--- src/rtl/mem_access_unit.sv ---
// mem_access_unit
//   Load/store sequencer between the memory stage and the wishbone command and
//   response channel. It takes one RISC-V load or store and issues ADDR, READ
//   and WRITE commands. Sub-word stores use read-modify-write. Loads are
//   sign-extended or zero-extended. Illegal funct3 and misaligned requests
//   fail at once. A read response that never arrives ends in a timeout.
//
//   Ports
//     clk_i, reset_i        clock (rising edge), async active-low reset
//     req_valid_i/ready_o   request handshake; ready only while idle
//     req_we_i              1 = store, 0 = load
//     req_funct3_i          RISC-V funct3
//     req_addr_i            byte address
//     req_wdata_i           right-aligned store data
//     done_o                one-cycle completion pulse (also on error)
//     rdata_o               extended load data, held until the next done
//     err_o, err_code_o     failure flag; 01 misaligned, 10 illegal, 11 timeout
//     cmd_stb_o, cmd_word_o command {op, payload}; op 00 ADDR, 01 WRITE, 10 READ
//     cmd_busy_i            master stalls the command
//     rsp_stb_i, rsp_word_i read response, data in the low XLEN bits
//
//   state     | meaning
//   S_IDLE    | waiting for a request
//   S_ADDR    | ADDR command presented
//   S_RD_CMD  | READ command presented
//   S_RD_WAIT | waiting for the read response, timeout running
//   S_WR_CMD  | WRITE command presented
//   S_DONE    | done pulse cycle
module mem_access_unit #(
  parameter int XLEN    = 32,
  parameter int TIMEOUT = 255
) (
  input  logic            clk_i,
  input  logic            reset_i,
  input  logic            req_valid_i,
  output logic            req_ready_o,
  input  logic            req_we_i,
  input  logic [2:0]      req_funct3_i,
  input  logic [XLEN-1:0] req_addr_i,
  input  logic [XLEN-1:0] req_wdata_i,
  output logic            done_o,
  output logic [XLEN-1:0] rdata_o,
  output logic            err_o,
  output logic [1:0]      err_code_o,
  output logic            cmd_stb_o,
  output logic [XLEN+1:0] cmd_word_o,
  input  logic            cmd_busy_i,
  input  logic            rsp_stb_i,
  input  logic [XLEN+1:0] rsp_word_i
);

  localparam int NB   = XLEN / 8;
  localparam int OFFB = $clog2(NB);
  localparam int TW   = (TIMEOUT > 1) ? $clog2(TIMEOUT + 1) : 1;

  localparam logic [1:0] OP_ADDR    = 2'b00;
  localparam logic [1:0] OP_WRITE   = 2'b01;
  localparam logic [1:0] OP_READ    = 2'b10;
  localparam logic [1:0] E_MISALIGN = 2'b01;
  localparam logic [1:0] E_ILLEGAL  = 2'b10;
  localparam logic [1:0] E_TIMEOUT  = 2'b11;

  typedef enum logic [2:0] {
    S_IDLE, S_ADDR, S_RD_CMD, S_RD_WAIT, S_WR_CMD, S_DONE
  } state_e;

  state_e            state_q;
  logic              done_q, err_q, cmd_stb_q, we_q;
  logic [1:0]        err_code_q;
  logic [XLEN-1:0]   rdata_q, wdata_q;
  logic [XLEN+1:0]   cmd_word_q;
  logic [2:0]        f3_q;
  logic [OFFB-1:0]   off_q;
  logic [TW-1:0]     cnt_q;

  logic              req_illegal, req_misalign;
  logic [3:0]        size_mask;
  logic [XLEN-1:0]   rsp_data, rsp_shift, load_ext_d, wdata_shift, merge_d;
  logic              full_width, to_hit;
  logic              unused_rsp_op;

  assign unused_rsp_op = ^rsp_word_i[XLEN+1:XLEN];

  // Request decode on the raw inputs; only sampled while idle.
  always_comb begin
    req_illegal = 1'b1;
    if (req_we_i) begin
      case (req_funct3_i)
        3'b000, 3'b001, 3'b010: req_illegal = 1'b0;
        3'b011:                 req_illegal = (XLEN != 64);
        default:                req_illegal = 1'b1;
      endcase
    end else begin
      case (req_funct3_i)
        3'b000, 3'b001, 3'b010, 3'b100, 3'b101: req_illegal = 1'b0;
        3'b011, 3'b110:                         req_illegal = (XLEN != 64);
        default:                                req_illegal = 1'b1;
      endcase
    end
    size_mask    = (4'd1 << req_funct3_i[1:0]) - 4'd1;
    req_misalign = |(req_addr_i[2:0] & size_mask[2:0]);
  end

  assign rsp_data   = rsp_word_i[XLEN-1:0];
  assign rsp_shift  = rsp_data >> {off_q, 3'b000};
  assign full_width = (int'(f3_q[1:0]) == OFFB);
  assign to_hit     = (TIMEOUT != 0) && (cnt_q == TW'(TIMEOUT - 1));

  always_comb begin
    case (f3_q)
      3'b000:  load_ext_d = XLEN'($signed(rsp_shift[7:0]));
      3'b001:  load_ext_d = XLEN'($signed(rsp_shift[15:0]));
      3'b010:  load_ext_d = XLEN'($signed(rsp_shift[31:0]));
      3'b100:  load_ext_d = XLEN'(rsp_shift[7:0]);
      3'b101:  load_ext_d = XLEN'(rsp_shift[15:0]);
      3'b110:  load_ext_d = XLEN'(rsp_shift[31:0]);
      default: load_ext_d = rsp_shift;
    endcase
  end

  // Replace only the byte lanes covered by the store; keep the rest of the read word.
  always_comb begin
    wdata_shift = wdata_q << {off_q, 3'b000};
    merge_d     = rsp_data;
    for (int b = 0; b < NB; b++) begin
      if ((b >= int'(off_q)) && (b < int'(off_q) + (1 << f3_q[1:0])))
        merge_d[b*8 +: 8] = wdata_shift[b*8 +: 8];
    end
  end

  always_ff @(posedge clk_i or negedge reset_i) begin
    if (!reset_i) begin
      state_q    <= S_IDLE;
      done_q     <= 1'b0;
      err_q      <= 1'b0;
      err_code_q <= '0;
      rdata_q    <= '0;
      cmd_stb_q  <= 1'b0;
      cmd_word_q <= '0;
      cnt_q      <= '0;
      we_q       <= 1'b0;
      f3_q       <= '0;
      off_q      <= '0;
      wdata_q    <= '0;
    end else begin
      done_q <= 1'b0;
      case (state_q)
        S_IDLE: begin
          if (req_valid_i) begin
            we_q    <= req_we_i;
            f3_q    <= req_funct3_i;
            off_q   <= req_addr_i[OFFB-1:0];
            wdata_q <= req_wdata_i;
            if (req_illegal || req_misalign) begin
              done_q     <= 1'b1;
              err_q      <= 1'b1;
              err_code_q <= req_illegal ? E_ILLEGAL : E_MISALIGN;
              state_q    <= S_DONE;
            end else begin
              cmd_stb_q  <= 1'b1;
              cmd_word_q <= {OP_ADDR, req_addr_i & ~XLEN'(NB - 1)};
              state_q    <= S_ADDR;
            end
          end
        end
        S_ADDR: begin
          if (!cmd_busy_i) begin
            if (we_q && full_width) begin
              cmd_word_q <= {OP_WRITE, wdata_q};
              state_q    <= S_WR_CMD;
            end else begin
              cmd_word_q <= {OP_READ, {XLEN{1'b0}}};
              state_q    <= S_RD_CMD;
            end
          end
        end
        S_RD_CMD: begin
          if (!cmd_busy_i) begin
            cmd_stb_q  <= 1'b0;
            cmd_word_q <= '0;
            cnt_q      <= '0;
            state_q    <= S_RD_WAIT;
          end
        end
        S_RD_WAIT: begin
          // A response arriving on the terminal count still wins.
          if (rsp_stb_i) begin
            if (we_q) begin
              cmd_stb_q  <= 1'b1;
              cmd_word_q <= {OP_WRITE, merge_d};
              state_q    <= S_WR_CMD;
            end else begin
              rdata_q    <= load_ext_d;
              err_q      <= 1'b0;
              err_code_q <= '0;
              done_q     <= 1'b1;
              state_q    <= S_DONE;
            end
          end else if (to_hit) begin
            done_q     <= 1'b1;
            err_q      <= 1'b1;
            err_code_q <= E_TIMEOUT;
            state_q    <= S_DONE;
          end else begin
            cnt_q <= cnt_q + 1'b1;
          end
        end
        S_WR_CMD: begin
          if (!cmd_busy_i) begin
            cmd_stb_q  <= 1'b0;
            cmd_word_q <= '0;
            err_q      <= 1'b0;
            err_code_q <= '0;
            done_q     <= 1'b1;
            state_q    <= S_DONE;
          end
        end
        S_DONE:  state_q <= S_IDLE;
        default: state_q <= S_IDLE;
      endcase
    end
  end

  assign req_ready_o = (state_q == S_IDLE);
  assign done_o      = done_q;
  assign rdata_o     = rdata_q;
  assign err_o       = err_q;
  assign err_code_o  = err_code_q;
  assign cmd_stb_o   = cmd_stb_q;
  assign cmd_word_o  = cmd_word_q;

endmodule

--- config.mk ---
export PLATFORM = sky130hd
export DESIGN_NAME = mem_access_unit
export DESIGN_NICKNAME = d
export VERILOG_FILES = /design/src/rtl/mem_access_unit.sv
export SDC_FILE = /design/constraint.sdc
export NUM_CORES = 1
export LEC_CHECK = 0
export CAP_MARGIN = 20
export CORE_ASPECT_RATIO = 1.4
export CORE_UTILIZATION = 42
export CTS_CLUSTER_DIAMETER = 60
export DETAILED_ROUTE_END_ITERATION = 7
export PLACE_DENSITY = 0.72
export RECOVER_POWER = 100
export SYNTH_ARGS = -nofsm -noshare
export SYNTH_HDL_FRONTEND = slang
export SYNTH_SLANG_ARGS = --single-unit
--- constraint.sdc ---
create_clock -name clk_i -period 4.32 [get_ports clk_i]
set_clock_uncertainty 0.05 [all_clocks]
set_input_delay 0.864 -clock clk_i [delete_from_list [all_inputs] [get_ports clk_i]]
set_output_delay 0.864 -clock clk_i [all_outputs]
set_load 0.01 [all_outputs]
### After elaboration in Yosys (flattened, before gate mapping)

Index checks and enable logic that the tools add are counted.

| word-level totals | value |
|---|---|
| output and inout port bits | 72 |
| word-level logic and storage cells | 134 |
| input bits | 107 |
| bits in registers | 120 |

| operators by class | value |
|---|---|
| mux-type cells | 57 |
| bitwise logic cells | 2 |
| shifts and indexed selects | 4 |
| reduce and logical (&&, ||, !) cells | 23 |
| add/sub/neg operators | 3 |
| $lt $le $gt $ge | 7 |
| equal/unequal tests | 26 |

Operators with widths:

| cell | number |
|---|---|
| $mux W34 | 7 |
| $pmux W34 S4 | 1 |
| $pmux W32 S4 | 1 |
| $lt A3 B32 Y1 const A | 2 |
| $mux W8 | 7 |
| $add A3 B32 Y32 | 1 |
| $lt A1 B32 Y1 const A | 1 |
| $lt A2 B32 Y1 const A | 1 |
| $shl A1 B2 Y32 const A | 1 |
| $shl A32 B5 Y32 | 1 |
| $shr A32 B5 Y32 | 1 |
| $mux W3 | 8 |
| $mux W1 | 20 |
| $ne A2 B2 Y1 const B | 10 |
| $pmux W8 S2 | 1 |
| $eq A3 B3 Y1 const B | 5 |
| $pmux W3 S5 | 1 |
| $mux W2 | 7 |
| $reduce_and A6 Y1 | 2 |
| $eq A3 B1 Y1 const B | 3 |
| $eq A3 B2 Y1 const B | 3 |
| $logic_not A3 Y1 | 3 |
| $pmux W1 S3 | 3 |
| $add A8 B1 Y8 const B | 1 |
| other kinds (24) | 31 |

### Depth between registers and ports, before layout

| logic depth | value |
|---|---|
| word-level depth | 8 |
| mapped depth | 12 |
| depth with buffers taken out | 9 |

### Worst setup path after synthesis

Ideal clock, no wire load.

| timing path | value |
|---|---|
| path kind | reg-to-reg |
| from | reg f3_q[1] |
| to | reg cmd_word_q[24] (netlist: cmd_word_o[24]) |
| setup time | 0.125 ns |
| arrival | 2.794 ns |
| cell stages (with the launch flop) | 12 |
| buffers on the path | 2 |
| slack | 1.351 ns |
| period minus slack after synthesis | 2.969 ns |
| required time | 4.145 ns |
| cell sequence | dfrtp_1 -> clkbuf_1 -> or2_2 -> clkbuf_1 -> inv_1 -> ha_1 -> fa_1 -> and4bb_2 -> a21oi_2 -> mux2i_1 -> o21ai_0 -> mux2_2 |

| between the ends | value |
|---|---|
| cells in the longest elaborated chain, start to end | 7 |
| elaborated cells on any way between the ends | 11 |
| classes of those cells | add/sub (1); order compare (1); eq/ne (1); shift (1); mux (6); reduce/logical (1) |

Ends and longest elaborated chain:

| item | RTL line | source |
|---|---|---|
| from (decl) | 72 | `logic [2:0] f3_q;` |
| from (signal assigned) | 151 | `f3_q <= req_funct3_i;` |
| $shl A1 B2 Y32 | 126 | `if ((b >= int'(off_q)) && (b < int'(off_q) + (1 << f3_q[1:0])))` |
| $add A3 B32 Y32 | 126 |  |
| $lt A3 B32 Y1 | 126 |  |
| $mux W8 | 126 |  |
| $mux W34 | 188 | `if (we_q) begin` |
| $mux W34 | 187 | `if (rsp_stb_i) begin` |
| $pmux W34 S4 (*) | 147 | `case (state_q)` |
| to (signal assigned) | 161 | `cmd_word_q <= {OP_ADDR, req_addr_i & ~XLEN'(NB - 1)};` |
| to (signal assigned) | 169 | `cmd_word_q <= {OP_WRITE, wdata_q};` |
| to (signal assigned) | 190 | `cmd_word_q <= {OP_WRITE, merge_d};` |
| to (decl) | 71 | `logic [XLEN+1:0] cmd_word_q;` |

Mark *: on every way between the ends. The rest lies on a longest branch, timed or not. The select of a mux whose other input is x is not followed.
A chain may end at the register's enable or synchronous reset.

### Worst setup path after layout

| timing path | value |
|---|---|
| from | in req_valid_i |
| to | reg cmd_word_q[4] (netlist: cmd_word_o[4]) |

| between the ends | value |
|---|---|
| cells in the longest elaborated chain, start to end | 2 |

Ends and longest elaborated chain:

| item | RTL line | source |
|---|---|---|
| from (decl) | 35 | `input logic req_valid_i,` |
| $ne A2 B2 Y1 (no source line) | - |  |
| $reduce_and A7 Y1 (no source line) | - |  |
| to (signal assigned) | 161 |  |
| to (signal assigned) | 169 |  |
| to (signal assigned) | 172 | `cmd_word_q <= {OP_READ, {XLEN{1'b0}}};` |

Every way passes these cells.

==> flow_summary.html <==
<table>
<tr><th>Metric</th><th>Value</th></tr>
<tr><th colspan="2">Critical path</th></tr>
<tr><td>Count of buffering cells on the critical path with inverters included</td><td>1</td></tr>
<tr><td>CP most frequent cell</td><td>sky130_fd_sc_hd__o21ai_0</td></tr>
<tr><td>Biggest cell delay along the critical path</td><td>0.90 ns</td></tr>
<tr><td>Launching element type of the critical path</td><td>primary input</td></tr>
<tr><td>Worst Path Class, Setup</td><td>primary input to flop</td></tr>
<tr><td>Endpoint kind of the worst setup timing path</td><td>flop</td></tr>
<tr><td>Crit Path Max Fanout</td><td>23</td></tr>
<tr><td>Worst-path cell with the longest stage delay</td><td>sky130_fd_sc_hd__or2_0</td></tr>
<tr><td>Data required time at the worst endpoint</td><td>4.50 ns</td></tr>
<tr><td>CP Cell Sequence</td><td>dlygate4sd3_1, nor2b_1, o21ai_0, o221a_1, or2_0, o21ai_0</td></tr>
<tr><td>Largest delay contributor family on the critical path</td><td>compound AO/OA/AOI/OAI gates</td></tr>
<tr><td>Arrival time at the worst endpoint</td><td>3.71 ns</td></tr>
<tr><th colspan="2">Clock tree</th></tr>
<tr><td># clock sinks</td><td>120</td></tr>
<tr><td>Setup Buffers After CTS</td><td>0</td></tr>
<tr><td>Root cell of the clock tree</td><td>sky130_fd_sc_hd__clkbuf_16</td></tr>
<tr><td>Inserted Clock Buffers</td><td>17</td></tr>
<tr><td>Clk Latency, worst-skew pair</td><td>0.41 ns</td></tr>
<tr><td>Maximum clock path buffer count</td><td>2</td></tr>
<tr><td>Number of buffers added to fix hold violations after cts</td><td>0</td></tr>
<tr><td>Clock slew at the register clock pins of the worst setup and hold paths</td><td>0.05 ns</td></tr>
<tr><td>Clock tree from TritonCTS</td><td>done</td></tr>
<tr><td>Number of instances resized during post-cts repair</td><td>0</td></tr>
<tr><td>Maximum level of the CTS H-tree</td><td>4</td></tr>
<tr><th colspan="2">Final layout</th></tr>
<tr><td>Count of inserted antenna diode cells</td><td>0</td></tr>
<tr><td>Share of final-layout standard cells stronger than drive strength 1</td><td>12.7%</td></tr>
<tr><td>Commonest cells after routing, fill and taps aside</td><td>sky130_fd_sc_hd__dfrtp_1, sky130_fd_sc_hd__clkdlybuf4s50_1, sky130_fd_sc_hd__dlygate4sd3_1, sky130_fd_sc_hd__nor2_1</td></tr>
<tr><td>Synth-to-layout area growth</td><td>35.2%</td></tr>
<tr><td>Number of nets in the layout</td><td>951</td></tr>
<tr><td>Most frequent standard cell in the layout excluding fill and tap cells</td><td>sky130_fd_sc_hd__dfrtp_1</td></tr>
<tr><th colspan="2">GRT</th></tr>
<tr><td>Pin count of the biggest net entering global routing</td><td>71</td></tr>
<tr><td>Remaining global-route overflow</td><td>0</td></tr>
<tr><td>Total track usage</td><td>27.5%</td></tr>
<tr><td>Antenna violations before repair</td><td>0</td></tr>
<tr><td>Via count of the first global-routing pass</td><td>6082</td></tr>
<tr><td>Global-route wire length before repair</td><td>34.5 mm</td></tr>
<tr><th colspan="2">Timing</th></tr>
<tr><td>Rel. slew slack</td><td>-14.7%</td></tr>
<tr><td>Worst Hold Slack</td><td>0.433 ns</td></tr>
<tr><td>Minimum period implied by the final worst setup slack</td><td>3.53 ns</td></tr>
<tr><td>Number of endpoints with negative hold slack in the final report</td><td>0</td></tr>
<tr><td>Slew at the pin closest to its max-slew limit</td><td>1.72 ns</td></tr>
<tr><td>RSZ-0062 raised after global routing</td><td>false</td></tr>
<tr><td>Max Transition Viols Final</td><td>71</td></tr>
<tr><td>Setup tns final</td><td>0 ns</td></tr>
<tr><td>Achievable frequency</td><td>0.284 GHz</td></tr>
<tr><td>Final Cycle Share</td><td>81.6%</td></tr>
<tr><td>Total setup violations reported at the end of the flow</td><td>0</td></tr>
<tr><th colspan="2">Synth</th></tr>
<tr><td>Synthesized net count</td><td>798</td></tr>
<tr><td>Synthesized area divided by synthesized cell count</td><td>9.94 um2</td></tr>
<tr><td>Synthesis Warnings</td><td>0</td></tr>
<tr><td>Count of flip-flops with a built-in enable after synthesis</td><td>0</td></tr>
<tr><td>Register bit count reported by yosys</td><td>120</td></tr>
<tr><td>Library cells used by synthesis</td><td>58</td></tr>
<tr><td>Sequential-to-total area share from yosys stat</td><td>44.0%</td></tr>
<tr><td>Total standard cell area after synthesis</td><td>0.00682 mm2</td></tr>
<tr><td>Dominant register cell in the synthesized netlist</td><td>sky130_fd_sc_hd__dfrtp_1</td></tr>
<tr><td>Async set or reset register ratio after synthesis</td><td>100%</td></tr>
<tr><td>Synthesized netlist cell count</td><td>686</td></tr>
<tr><th colspan="2">Floorplanning</th></tr>
<tr><td>Die Height</td><td>153 um</td></tr>
<tr><td>Num rows</td><td>54</td></tr>
<tr><td>Area of the die</td><td>0.0168 mm2</td></tr>
<tr><td>Initial core utilization</td><td>43.3%</td></tr>
<tr><td>Area of the core region</td><td>0.0157 mm2</td></tr>
<tr><td>Ports placed on the boundary</td><td>179</td></tr>
<tr><td>Horizontal die dimension</td><td>110 um</td></tr>
<tr><th colspan="2">Route</th></tr>
<tr><td>Avg WL per Cell</td><td>21.4 um</td></tr>
<tr><td>Drt via density</td><td>5.95</td></tr>
<tr><td>DR pass1 iterations</td><td>7</td></tr>
<tr><td># DRC</td><td>0</td></tr>
<tr><td>Detailed Route Iter0 Violations</td><td>414</td></tr>
<tr><td>Total via count in the routed design</td><td>6229</td></tr>
<tr><td>DRT Wirelength</td><td>22.4 mm</td></tr>
<tr><td>Final ANT Viol Nets</td><td>0</td></tr>
<tr><th colspan="2">Power</th></tr>
<tr><td>Internal power</td><td>4.31 mW</td></tr>
<tr><td>Fraction of power spent switching nets</td><td>41.2%</td></tr>
<tr><td>Combinational fraction of design power</td><td>50.1%</td></tr>
<tr><td>Clock power frac</td><td>19.4%</td></tr>
<tr><td>Switching component of the power</td><td>3.02 mW</td></tr>
<tr><td>Pwr per Cell Area</td><td>795 mW/mm2</td></tr>
<tr><td>Static leakage</td><td>3.95 nW</td></tr>
<tr><td>Max VDD drop</td><td>0.000437 V</td></tr>
<tr><td>Share of total power in sequential cells</td><td>30.5%</td></tr>
<tr><th colspan="2">Outcome</th></tr>
<tr><td>Run status</td><td>finished, violations left</td></tr>
<tr><td>Violated checks</td><td>capacitance limit, slew limit</td></tr>
<tr><th colspan="2">Placement</th></tr>
<tr><td>Detailed-placement wirelength estimate</td><td>16.7 mm</td></tr>
<tr><td>RD Place Congestion</td><td>0.871</td></tr>
<tr><td>Count of input and output buffers</td><td>176</td></tr>
<tr><th colspan="2">Hold path</th></tr>
<tr><td>HP Class</td><td>flop to flop</td></tr>
<tr><th colspan="2">Run</th></tr>
<tr><td>Max cap viols</td><td>1</td></tr>
</table>
==> Yosys cell counts, drive strengths merged, types with 5 or more instances <==
cell type / number / share of area, %
buf: 26 / 2.2
o32ai: 8 / 1.1
o211ai: 8 / 0.88
dfrtp: 120 / 44
nor2b: 5 / 0.46
o22a: 8 / 1.0
a222oi: 6 / 0.88
nand2b: 5 / 0.46
a22o: 12 / 1.5
o31ai: 10 / 1.1
a21oi: 47 / 3.5
o21ai: 50 / 3.7
clkbuf: 28 / 1.5
mux2: 62 / 10
nor3: 21 / 1.5
nand2: 60 / 3.3
a22oi: 9 / 0.99
xnor2: 6 / 0.77
nor4: 11 / 1.0
o2bb2ai: 8 / 1.0
nor2: 62 / 3.4
inv: 6 / 0.33
mux2i: 51 / 7.5
a21o: 11 / 1.2
==> per-layer routing <==
layer | vias up | share of wire, % | GRT usage, %
met2 | 287 | 50 | 45.0
met5 | - | 0 | 0
met1 | 3071 | 41 | 36.0
li1 | 2831 | - | -
met4 | 0 | 2.8 | 11.0
met3 | 40 | 6.7 | 4.23
==> sequential cells by signal, summed over array words and instances (netlist names) <==
name and cells:
cmd_stb_o 1, state_q 3, rdata_o 32, f3_q 3, cmd_word_o 34, done_o 1, off_q 2, err_code_o 2
cnt_q 8, we_q 1, err_o 1, wdata_q 32
==> worst paths after layout <==
kind / startpoint / end / slack, ns / cells after the start
min in group asynchronous: reset_i / cnt_q[4] / 0.84 / 1
max in group asynchronous: reset_i / wdata_q[1] / 1.56 / 2
setup reg to reg: off_q[1] / rdata_o[12] / 0.94 / 6
hold / removal: cmd_word_o[33] / cmd_word_o[33] / 0.43 / 1
hold reg to reg: cmd_word_o[33] / cmd_word_o[33] / 0.43 / 1
setup / recovery: req_valid_i / cmd_word_o[4] / 0.79 / 6
==> cell type report <==
type,instances,area [um2]
Timing Repair Buffer,188,1830
Clock inverter,12,154
Sequential cell,120,3000
Tap cell,196,245
Clock buffer,19,433
Fill cell,1393,6520
Inverter,6,22.5
Multi-Input combinational cell,506,3530
==> kinds of logic (layout without fill, tap and decap cells) <==
| group | after synthesis | count (layout) | share of synthesized area, % |
|---|---|---|---|
| and+or+nand+nor | 188 | 188 | 13.0 |
| buffers and inverters | 60 | 225 | 4.04 |
| xor gates and xnor gates | 7 | 7 | 0.899 |
| AOI/OAI and AO/OA | 191 | 191 | 18.6 |
| DFF | 120 | 120 | 44.0 |
| muxes | 115 | 115 | 18.4 |
| adders and majority gates | 5 | 5 | 1.03 |
==> power by group through the flow <==
stage / clock (mW) / sequential [mW] / combinational [mW]
floorplan: 0 / 2.09 / 2.44
global placement: 0 / 2.24 / 3.69
detailed placement: 0 / 2.26 / 3.76
CTS: 1.43 / 2.25 / 3.79
global route: 1.48 / 2.30 / 4.00
finish: 1.42 / 2.23 / 3.68
==> worst register-to-register path, stage by stage, from the launching register on <==
cell and delay, ns:
sky130_fd_sc_hd__dfrtp_1 0.80, sky130_fd_sc_hd__clkbuf_1 0.82, sky130_fd_sc_hd__inv_1 0.60, sky130_fd_sc_hd__nand2_1 0.17, sky130_fd_sc_hd__nand2_1 0.08, sky130_fd_sc_hd__a31oi_1 0.56, sky130_fd_sc_hd__a21oi_1 0.15
==> metrics by stage <==
stage / area (um2) / power, mW / std cells / setup slack, ns / utilization, %
floorplan: 6820 / 4.53 / 686 / 1.35 / -
global placement: 8670 / 5.93 / 1016 / 1.09 / 55.1
detailed placement: 8670 / 6.02 / 1016 / 0.988 / 55.1
CTS: 9260 / 7.47 / 1047 / 1.13 / 58.8
global route: 9220 / 7.78 / 1047 / 0.554 / 58.6
finish: 9220 / 7.33 / 1047 / 0.793 / 58.6
Note: power is estimated with default switching activity, not from simulation.
